**config.mk**
```make
export PLATFORM = sky130hd
export DESIGN_NAME = pipeline_hazard_ctrl
export DESIGN_NICKNAME = d
export VERILOG_FILES = /design/src/rtl/pipeline_hazard_ctrl.sv
export SDC_FILE = /design/constraint.sdc
export NUM_CORES = 1
export LEC_CHECK = 0
export CORE_ASPECT_RATIO = 0.5
export CORE_MARGIN = 3
export CORE_UTILIZATION = 50
export CTS_BUF_LIST = sky130_fd_sc_hd__clkbuf_16
export CTS_CLUSTER_SIZE = 25
export DETAILED_ROUTE_END_ITERATION = 6
export PLACE_DENSITY = 0.83
export SLEW_MARGIN = 25
export SYNTH_ARGS = -nofsm -noshare
export SYNTH_HDL_FRONTEND = slang
export SYNTH_SLANG_ARGS = --single-unit
```
**constraint.sdc**
```tcl
create_clock -name clk -period 5.25 [get_ports clk]
set_clock_uncertainty 0.1 [all_clocks]
set_input_delay 0.7875 -clock clk [delete_from_list [all_inputs] [get_ports clk]]
set_output_delay 0.7875 -clock clk [all_outputs]
set_load 0.01 [all_outputs]
```
**src/rtl/pipeline_hazard_ctrl.sv**
```systemverilog
// Pipeline hazard controller: load-use stall, taken-branch flush, data-memory freeze.
// Latency: control outputs are same-cycle combinational from registered state plus inputs.
// Backpressure: dmem_busy freezes the whole pipeline and parks the FSM in MEMWAIT until ready.
module pipeline_hazard_ctrl #(
  parameter int BRANCH_PENALTY = 2
) (
  input  logic        clk,
  input  logic        rst,
  input  logic [4:0]  id_rs,
  input  logic [4:0]  id_rt,
  input  logic        id_uses_rt,
  input  logic [4:0]  ex_rd,
  input  logic        ex_readdmem,
  input  logic        ex_pcsrc,
  input  logic        dmem_busy,
  input  logic        clr_stats,
  output logic        pc_write,
  output logic        ifid_write,
  output logic        ifid_flush,
  output logic        flush,
  output logic        freeze,
  output logic [1:0]  hz_state,
  output logic [15:0] stall_cnt,
  output logic [15:0] flush_cnt
);

  typedef enum logic [1:0] {
    RUN     = 2'b00,
    FLUSH   = 2'b01,
    MEMWAIT = 2'b10
  } state_t;

  localparam logic [2:0] PEN_LOAD = 3'(BRANCH_PENALTY - 1);

  state_t     state, saved_state, eff_state;
  state_t     state_nxt, saved_state_nxt;
  logic [2:0] pen_cnt, saved_cnt, eff_cnt;
  logic [2:0] pen_cnt_nxt, saved_cnt_nxt;
  logic       load_use;
  logic       lu_stall;

  assign hz_state = state;

  // Load-use: EX holds a load whose destination is a source of the ID instruction
  assign load_use = ex_readdmem && (ex_rd != 5'd0) &&
                    ((ex_rd == id_rs) || (id_uses_rt && (ex_rd == id_rt)));

  // While frozen, behave as the state that was interrupted, so leaving MEMWAIT costs no cycle
  always_comb begin
    eff_state = state;
    eff_cnt   = pen_cnt;
    if (state == MEMWAIT) begin
      eff_state = saved_state;
      eff_cnt   = saved_cnt;
    end
  end

  // Output decode and next-state selection in priority order: rst, busy, branch, load-use
  always_comb begin
    pc_write        = 1'b1;
    ifid_write      = 1'b1;
    ifid_flush      = 1'b0;
    flush           = 1'b0;
    freeze          = 1'b0;
    lu_stall        = 1'b0;
    state_nxt       = RUN;
    pen_cnt_nxt     = 3'd0;
    saved_state_nxt = saved_state;
    saved_cnt_nxt   = saved_cnt;
    if (rst) begin
      pc_write   = 1'b0;
      ifid_write = 1'b0;
      ifid_flush = 1'b1;
      flush      = 1'b1;
    end else if (dmem_busy) begin
      pc_write        = 1'b0;
      ifid_write      = 1'b0;
      freeze          = 1'b1;
      state_nxt       = MEMWAIT;
      pen_cnt_nxt     = pen_cnt;
      saved_state_nxt = eff_state;
      saved_cnt_nxt   = eff_cnt;
    end else if (eff_state == FLUSH) begin
      ifid_flush = 1'b1;
      flush      = 1'b1;
      if (eff_cnt > 3'd1) begin
        state_nxt   = FLUSH;
        pen_cnt_nxt = eff_cnt - 3'd1;
      end
    end else if (ex_pcsrc) begin
      ifid_flush  = 1'b1;
      flush       = 1'b1;
      pen_cnt_nxt = PEN_LOAD;
      state_nxt   = (PEN_LOAD != 3'd0) ? FLUSH : RUN;
    end else if (load_use) begin
      // Bubble replaces the load in EX next cycle, so the hazard clears after one stall
      pc_write   = 1'b0;
      ifid_write = 1'b0;
      flush      = 1'b1;
      lu_stall   = 1'b1;
    end
  end

  // FSM state, saved context and penalty counter
  always_ff @(posedge clk) begin
    if (rst) begin
      state       <= RUN;
      saved_state <= RUN;
      pen_cnt     <= 3'd0;
      saved_cnt   <= 3'd0;
    end else begin
      state       <= state_nxt;
      saved_state <= saved_state_nxt;
      pen_cnt     <= pen_cnt_nxt;
      saved_cnt   <= saved_cnt_nxt;
    end
  end

  // Saturating statistics; clr_stats wins over a same-cycle increment
  always_ff @(posedge clk) begin
    if (rst || clr_stats) begin
      stall_cnt <= 16'd0;
      flush_cnt <= 16'd0;
    end else begin
      if ((lu_stall || freeze) && (stall_cnt != 16'hFFFF))
        stall_cnt <= stall_cnt + 16'd1;
      if (ifid_flush && (flush_cnt != 16'hFFFF))
        flush_cnt <= flush_cnt + 16'd1;
    end
  end

endmodule

```
# Yosys cells after proc, flatten, opt, wreduce, memory -nomap -nowiden
# Cells that the tools add are included.
dict set report op_classes {
  addsub 3
  order_cmp 1
  n_eq_ne 6
  muxes 29
  n_reduce_logical 10
}
# op n
set op_table {}
lappend op_table {{adder 16 x 1 -> 16 bit (second input constant)} 2}
lappend op_table {{!= test 16 bit (second input constant)} 2}
lappend op_table {{2-to-1 mux 1 bit} 23}
lappend op_table {{== test 5 bit} 2}
lappend op_table {{2-to-1 mux 3 bit} 3}
lappend op_table {{2-to-1 mux 2 bit} 3}
lappend op_table {{logical AND 1 bit} 5}
lappend op_table {{nonzero test 5 bit} 1}
lappend op_table {{> comparator 3 x 1 -> 1 bit (second input constant)} 1}
lappend op_table {{logical OR 1 bit} 3}
lappend op_table {{subtractor 3 x 1 -> 3 bit (second input constant)} 1}
lappend op_table {{== test 2 x 1 -> 1 bit (second input constant)} 1}
lappend op_table {{== test 2 bit (second input constant)} 1}
lappend op_table {{OR reduction 2 bit} 1}
dict set report word_totals {
  reg_bits 42
  inputBits 22
  out_inout_bits 39
  elab_cells 56
}

# Depth between registers and ports, before layout
dict set report logic_depth {
  word_depth 11
  ltp_mapped 9
  ltp_nobuf 8
}

# Worst setup path after synthesis
# OpenSTA, ideal clock, no wires.
dict set report synth_timing {
  kind {in2out}
  from {input port ex_rd[1]}
  to {output port pc_write}
  t_arrival_ns 2.231
  t_required_ns 4.363
  slack_ns 2.131
  stages 5
  path_buffers 1
  path_cell_list {or4_1 -> o21ai_0 -> nor4_1 -> nor3_1 -> buf_4}
}
dict set report synth_via {
  elab_chain_cells 9
  word_cells_on_any_way 12
  classes_between {2 x eq/ne; 5 x mux; 5 x reduce/logical}
}
# item line
set synth_lines {}
lappend synth_lines {{start: declaration} 12} ;# input logic [4:0] ex_rd,
lappend synth_lines {{== test 5 bit} 46} ;# ((ex_rd == id_rs) || (id_uses_rt && (ex_rd == id_rt)));
lappend synth_lines {{logical AND 1 bit} 46}
lappend synth_lines {{logical OR 1 bit} 46}
lappend synth_lines {{logical AND 1 bit *} 45} ;# assign load_use = ex_readdmem && (ex_rd != 5'd0) &&
lappend synth_lines {{2-to-1 mux 1 bit * (5 in a row)} --}
lappend synth_lines {{end: declaration} 17} ;# output logic pc_write,
# Mark *: on every way between the ends. The rest lies on a longest branch, timed or not.

# Worst setup path after layout
dict set report layout_timing {
  from {input port ex_rd[1]}
  to {output port ifid_write}
}
dict set report layout_via {
  elab_chain_cells 9
  word_cells_on_any_way 12
  classes_between {2 x eq/ne; 5 x mux; 5 x reduce/logical}
}
# item line
set layout_lines {}
lappend layout_lines {{== test 5 bit} 46}
lappend layout_lines {{logical AND 1 bit} 46}
lappend layout_lines {{logical OR 1 bit} 46}
lappend layout_lines {{logical AND 1 bit *} 45}
lappend layout_lines {{2-to-1 mux 1 bit *} 95} ;# end else if (load_use) begin
lappend layout_lines {{2-to-1 mux 1 bit *} 90} ;# end else if (ex_pcsrc) begin
lappend layout_lines {{2-to-1 mux 1 bit *} 83} ;# end else if (eff_state == FLUSH) begin
lappend layout_lines {{2-to-1 mux 1 bit *} 75} ;# end else if (dmem_busy) begin
lappend layout_lines {{2-to-1 mux 1 bit *} 70} ;# if (rst) begin
lappend layout_lines {{end: declaration} 18} ;# output logic ifid_write,
# Marks and branches as above.

==> impl_results.md <==
- Sw Share: 23.7%
- Setup TNS: 0 ns
- Lkg Pwr: 0.995 nW
- Reg2reg start: hz_state[1]$_SDFF_PP0_
- Int Pwr: around 0.54 mW
- Sw power: 0.167 mW
- Drt first pass iters: 4
- VDD IR max: approximately 0.12 mV
- Top post-synthesis cells by area: dfxtp_1, xor2_1, nor2_1, a21oi_1, xnor2_1
- Worst EP required: 4.36 ns
- Main synth FF type: dfxtp_1
- Sequential share of the synthesized area: 38.7%
- Critical Path AT: 3.19 ns
- Synth Instances: roughly 260
- Setup Viol. Count Final: 0
- Fin. Hold Viols: 0
- Grt ovf: 0
- Crit share post-route: roughly 78%
- CTS root buf: clkbuf_16
- Worst-margin pin slew: ~0.79 ns
- Clk pwr share: a little over two fifths
- Port Buffers: 60
- Post-route minimum period: 4.07 ns
- Syn Nets: 284
- Initial Utilization: 53.7%
- FMAX: 245 MHz
- Fill count: 314
- P per Cell Area: 239 nW/um^2
- Initial antenna violation count: 0
- Critical path startpoint category: input port
- Vias/cell: 5.55
- Synth Register Bits: 42
- Worst skew pair latency: 0.29 ns
- Worst Reg-to-Reg Cells: 8
- Area leader, netlist: dfxtp_1
- Worst-path clk slew: 0.06 ns
- Cells after DPL: 363
- Worst relative slew slack: 47.1%
- Die area: 5220 um^2
- Residual DRC: 0
- Nets: 342
- Share of layout cells above drive strength 1: 5.36%
- Min-delay worst type: reg2reg
- Via count of the first global-routing pass: 1,997
- Crit path kind: in2out
- DIE WIDTH: 99.2 um
- Placer Congestion: 0.777
- First-pass GRT wire length: 9120 um
- Initial drt markers: 87
- Post-synth ARST share: 0%
- Largest net degree at the start of global routing: 32
- RSZ-0062 raised after global routing: no
- Die Y: 52.6 um
- Slew Limit Fails: 0
- Yosys warns: 0
- Comb pwr share: a little over a tenth
- Hold Slack: 0.360 ns
- CTS buffer count: 5
- Total power draw: 0.703 mW
- Post-Syn Area: 2170 um^2
- GRT Total Usage: 21.8%
- P&R area growth vs syn: 35.3%
- Avg Inst Size Synth: 8.41 um^2
- Max Cap Viol: 0
- Share of the synthesized area in the top cell type: 38.7%
- CP Max Fanout: 4
- Outcome: completed
- Sink Count: 42
- CTS H-tree depth: 2
- # hold bufs at CTS: 0
- WHS Path Cells: 2
- Post-synth EDFFs: 0
- Post_cts resized: 0
- Site Rows: 16
- Ant. Diodes: 0
- Routed WL: 5320 um
- ANT nets after route: 0
- Floorplan Core Area: around 4000 um^2
- WL per Instance: 14.3 um
- WHS Endpoint: pen_cnt[1]$_SDFFE_PP0N_
- Final Non-Filler Cells: around 370
- Nature of the critical path endpoint: output pin
- R2R setup slack: 2.74 ns
- Detailed-route via count: 2,059
- # IOs: 61
- Reg2reg end: stall_cnt[15]$_SDFFE_PP0P_
- Hold wc startpoint: pen_cnt[1]$_SDFFE_PP0N_
- # Post-CTS Setup Buffers: 0
- CTS tree: yes
- Clock Tree Buf Depth: 2
- Sequential share of power: 46.5%
- DPL Wire Length: about 3800 um
- Yosys cell types: 40
## state kept, by name, summed over array words and instances (netlist names)
register,cells
flush_cnt,16
stall_cnt,16
pen_cnt,3
hz_state,2
saved_state,2
saved_cnt,3
## power by group through the flow
stage	Clock [mW]	Sequential, mW	Combinational [mW]
after global placement	0	0.334	0.0747
after floorplan	0	0.334	0.0422
after CTS	0.302	0.327	0.0777
after detailed placement	0	0.334	0.0771
after global routing	0.314	0.327	0.0849
final	0.299	0.327	0.0775
## final cells by class
| type | instances | area (um^2) | area share, % |
|---|---|---|---|
| Sequential cell | 42 | 841 | 28.6 |
| Inverter | 9 | 33.8 | 1.15 |
| Multi-Input combinational cell | 197 | 1250 | 42.4 |
| Clock inverter | 3 | 16.3 | 0.554 |
| Timing Repair Buffer | 61 | 608 | 20.7 |
| Clock buffer | 5 | 125 | 4.26 |
| Tap cell | 54 | 67.6 | 2.30 |
## critical path, cell delays in order
cell and delay (ns):
clkdlybuf4s50_1 0.47, or4_1 0.55, o21ai_0 0.41, nor4_1 0.11, nor3_1 0.26, clkdlybuf4s50_1 0.61
## Yosys cell counts (2+ instances only)
library cell	count
dfxtp_1	42
nor2_1	29
a21oi_1	20
nand2_1	19
nand3_1	14
xor2_1	14
xnor2_1	11
nand4_1	10
o21ai_0	9
inv_1	8
o31ai_1	8
or3_1	8
or4_1	8
a211oi_1	6
mux2i_1	6
clkbuf_1	5
nand2b_1	5
ha_1	4
nor3_1	4
or2_2	4
and3_1	3
and4_1	2
buf_1	2
## stage by stage
stage	util (%)	area [um^2]	setup WS, ns
floorplan	-	2170	2.13
global placement	69.2	2800	1.29
detailed placement	69.2	2800	1.17
CTS	72.6	2940	1.17
global route	72.6	2940	0.982
finish	72.6	2940	1.18
## kinds of logic after synthesis
group	count (synthesis)	synth area share (%)
adder cells (fa/ha/maj)	4	2.31
multiplexers	6	2.77
XOR/XNOR	25	10.1
flip-flops	42	38.7
AND/OR/NAND/NOR	110	26.4
AO/OA/AOI/OAI	52	15.9
buffers and inverters	19	3.86
## per-layer routing
| layer | routed length [um] | track usage, % | up-vias | part of all wire [%] |
|---|---|---|---|---|
| met5 | 0 | 0 | - | 0 |
| met4 | 58 | 5.44 | 0 | 1.1 |
| met3 | 244 | 5.71 | 7 | 4.6 |
| met2 | 2600 | 40.2 | 49 | 49 |
| met1 | 2420 | 25.7 | 962 | 45 |
| li1 | - | - | 1041 | - |
## cells in the final DEF (no fill, tap or decap), types with 5 or more instances in the layout
| master | instances |
|---|---|
| a211oi_1 | 6 |
| a21oi_1 | 20 |
| clkbuf_16 | 5 |
| clkdlybuf4s50_1 | 60 |
| dfxtp_1 | 42 |
| inv_1 | 8 |
| mux2i_1 | 6 |
| nand2_1 | 19 |
| nand2b_1 | 5 |
| nand3_1 | 14 |
| nand4_1 | 10 |
| nor2_1 | 29 |
| o21ai_0 | 9 |
| o31ai_1 | 8 |
| or3_1 | 8 |
| or4_1 | 8 |
| xnor2_1 | 11 |
| xor2_1 | 14 |
## how the worst max path moves through the flow
stage / from / end / slack, ns / cells after the start
final: ex_rd[1] / ifid_write / 1.18 / 6
after global routing: ex_rd[1] / ifid_write / 0.98 / 6
after CTS: ex_rd[1] / ifid_write / 1.17 / 6
after detailed placement: ex_rd[1] / ifid_write / 1.17 / 6
after global placement: ex_rd[1] / pc_write / 1.29 / 6
after floorplan: ex_rd[1] / pc_write / 2.13 / 5
No activity file was read; power rests on OpenSTA's default activity.
==> variant (same settings) <==
Reset style: asynchronous (`rst`), changed in one clocked block.
--- a/src/rtl/pipeline_hazard_ctrl.sv
+++ b/src/rtl/pipeline_hazard_ctrl.sv
@@ -104,3 +104,3 @@
   // FSM state, saved context and penalty counter
-  always_ff @(posedge clk) begin
+  always_ff @(posedge clk or posedge rst) begin
     if (rst) begin
Formal check against the unedited RTL: differs if rst is asserted again (counterexample within 4 cycles, from zero or initial values and one cycle with rst high); with rst held inactive, the same outputs for 10 cycles.
==> variant against the unedited design <==
- synthesized area is 2.9% higher
- power is 1.9% higher
- first-iteration DRC count is 75% higher
- count of clock-buffer cells in the layout stayed put
- wire length is 7.7% higher
- worst hold slack better by 0.033 ns
- worst setup slack better by 0.12 ns
- sequential cell count stayed put
- cell area is 2.2% higher
==> variant: results (changes against the unedited design) <==
Final layout
  • Seq area share: 0.297 (+0.0106)
  • Fill cell count: 323 (+2.9%)
  • Number of nets in the layout: 335 (-2.0%)
  • Area of the multi-input gates: 0.00127 sq mm (+1.6%)
  • Share of cells above drive strength 1: 0.0484 (-0.00524)
  • Layout clock area frac: 0.0475 (-0.000606)

Placement
  • Hpwl dp: 4200 um (+9.6%)
  • Place WS: 1.29 ns (+0.116 ns)

Detailed routing
  • 1st-iter DRT viols: 152 (+75%)
  • DR vias/cell: 5.84 (+5.2%)
  • Routed met1 length: 2420 um (+0.17%)

Critical path
  • RR Endpoint: pen_cnt[1]$_DFFE_PP0N_
  • Worst path arrival time: 3.07 ns (-0.12 ns)
  • Origin of the critical flop-to-flop path: hz_state[0]$_DFF_PP0_

Outcome
  • Status: finished, final reports clean

GRT
  • Met2 GRT Util: 0.416 (+0.0133)
  • First-pass GRT wire length: 9590 um (+5.2%)

STA
  • Rel. slew slack: 0.453 (-0.0179)
  • Post-route clock period utilization: 0.753 (-0.0228)

Yosys
  • Mux cell area share after synthesis: 0.0224 (-0.00527)
  • Complex-gate fraction of the synthesized area: 0.175 (+0.0168)
  • Post-Synth XOR/XNOR Area: 0.102 (+0.00104)
  • Top post-synthesis cells by area: dfxtp_1 (29%), dfrtp_1 (11%), xnor2_1 (5.1%), xor2_1 (5.1%), nor2_1 (3.9%)
  • Synth top cells by count: dfxtp_1 (32), nor2_1 (23), nand2_1 (22)
  • Synth Area in Adders: 0.0224 (-0.000658)
  • Register area share after synthesis: 0.399 (+0.0113)
  • Synth unique cells: 46 (+15%)
  • Post-synth ARST share: 0.238 (+0.238)
-- variant: cell count changes after synthesis, moves of 3 or more --
cell / delta
or2_2: -3
nand2_1: +3
a21oi_1: -5
nor2_1: -6
dfrtp_1: +10
o21ai_0: +3
dfxtp_1: -10
a211oi_1: -6
nand2b_1: -4
-- variant: report_power, final --
| group | leakage (nW) | internal (mW) | switching [mW] |
|---|---|---|---|
| clock network | 0.0750 | 0.174 | 0.127 |
| registers | 0.394 | 0.325 | 0.00537 |
| logic | 0.563 | 0.0418 | 0.0421 |
| total | 1.03 | 0.542 | 0.175 |
-- variant: critical path: stages --
cell and delay [ns]:
clkdlybuf4s50_1 0.47, or4_1 0.55, o21a_1 0.26, a311oi_1 0.40, clkdlybuf4s50_1 0.61
-- variant: how the worst min path moves through the flow --
| stage | start | endpoint | slack (ns) |
|---|---|---|---|
| after floorplan | saved_cnt[2]$_DFFE_PP0P_ | saved_cnt[2]$_DFFE_PP0P_ | 0.35 |
| after global placement | saved_cnt[2]$_DFFE_PP0P_ | saved_cnt[2]$_DFFE_PP0P_ | 0.37 |
| after detailed placement | saved_cnt[2]$_DFFE_PP0P_ | saved_cnt[2]$_DFFE_PP0P_ | 0.38 |
| after CTS | saved_cnt[2]$_DFFE_PP0P_ | saved_cnt[2]$_DFFE_PP0P_ | 0.39 |
| after global routing | stall_cnt[5]$_SDFFE_PP0P_ | stall_cnt[5]$_SDFFE_PP0P_ | 0.42 |
| final | saved_cnt[2]$_DFFE_PP0P_ | saved_cnt[2]$_DFFE_PP0P_ | 0.39 |
-- variant: stage by stage --
step,cells,area [sq um],util,power (mW)
after floorplan,251,2230,-,0.385
after global placement,356,2860,0.697,0.418
after detailed placement,356,2860,0.697,0.421
after CTS,364,3000,0.731,0.720
after global routing,364,3000,0.731,0.741
final,364,3000,0.731,0.716
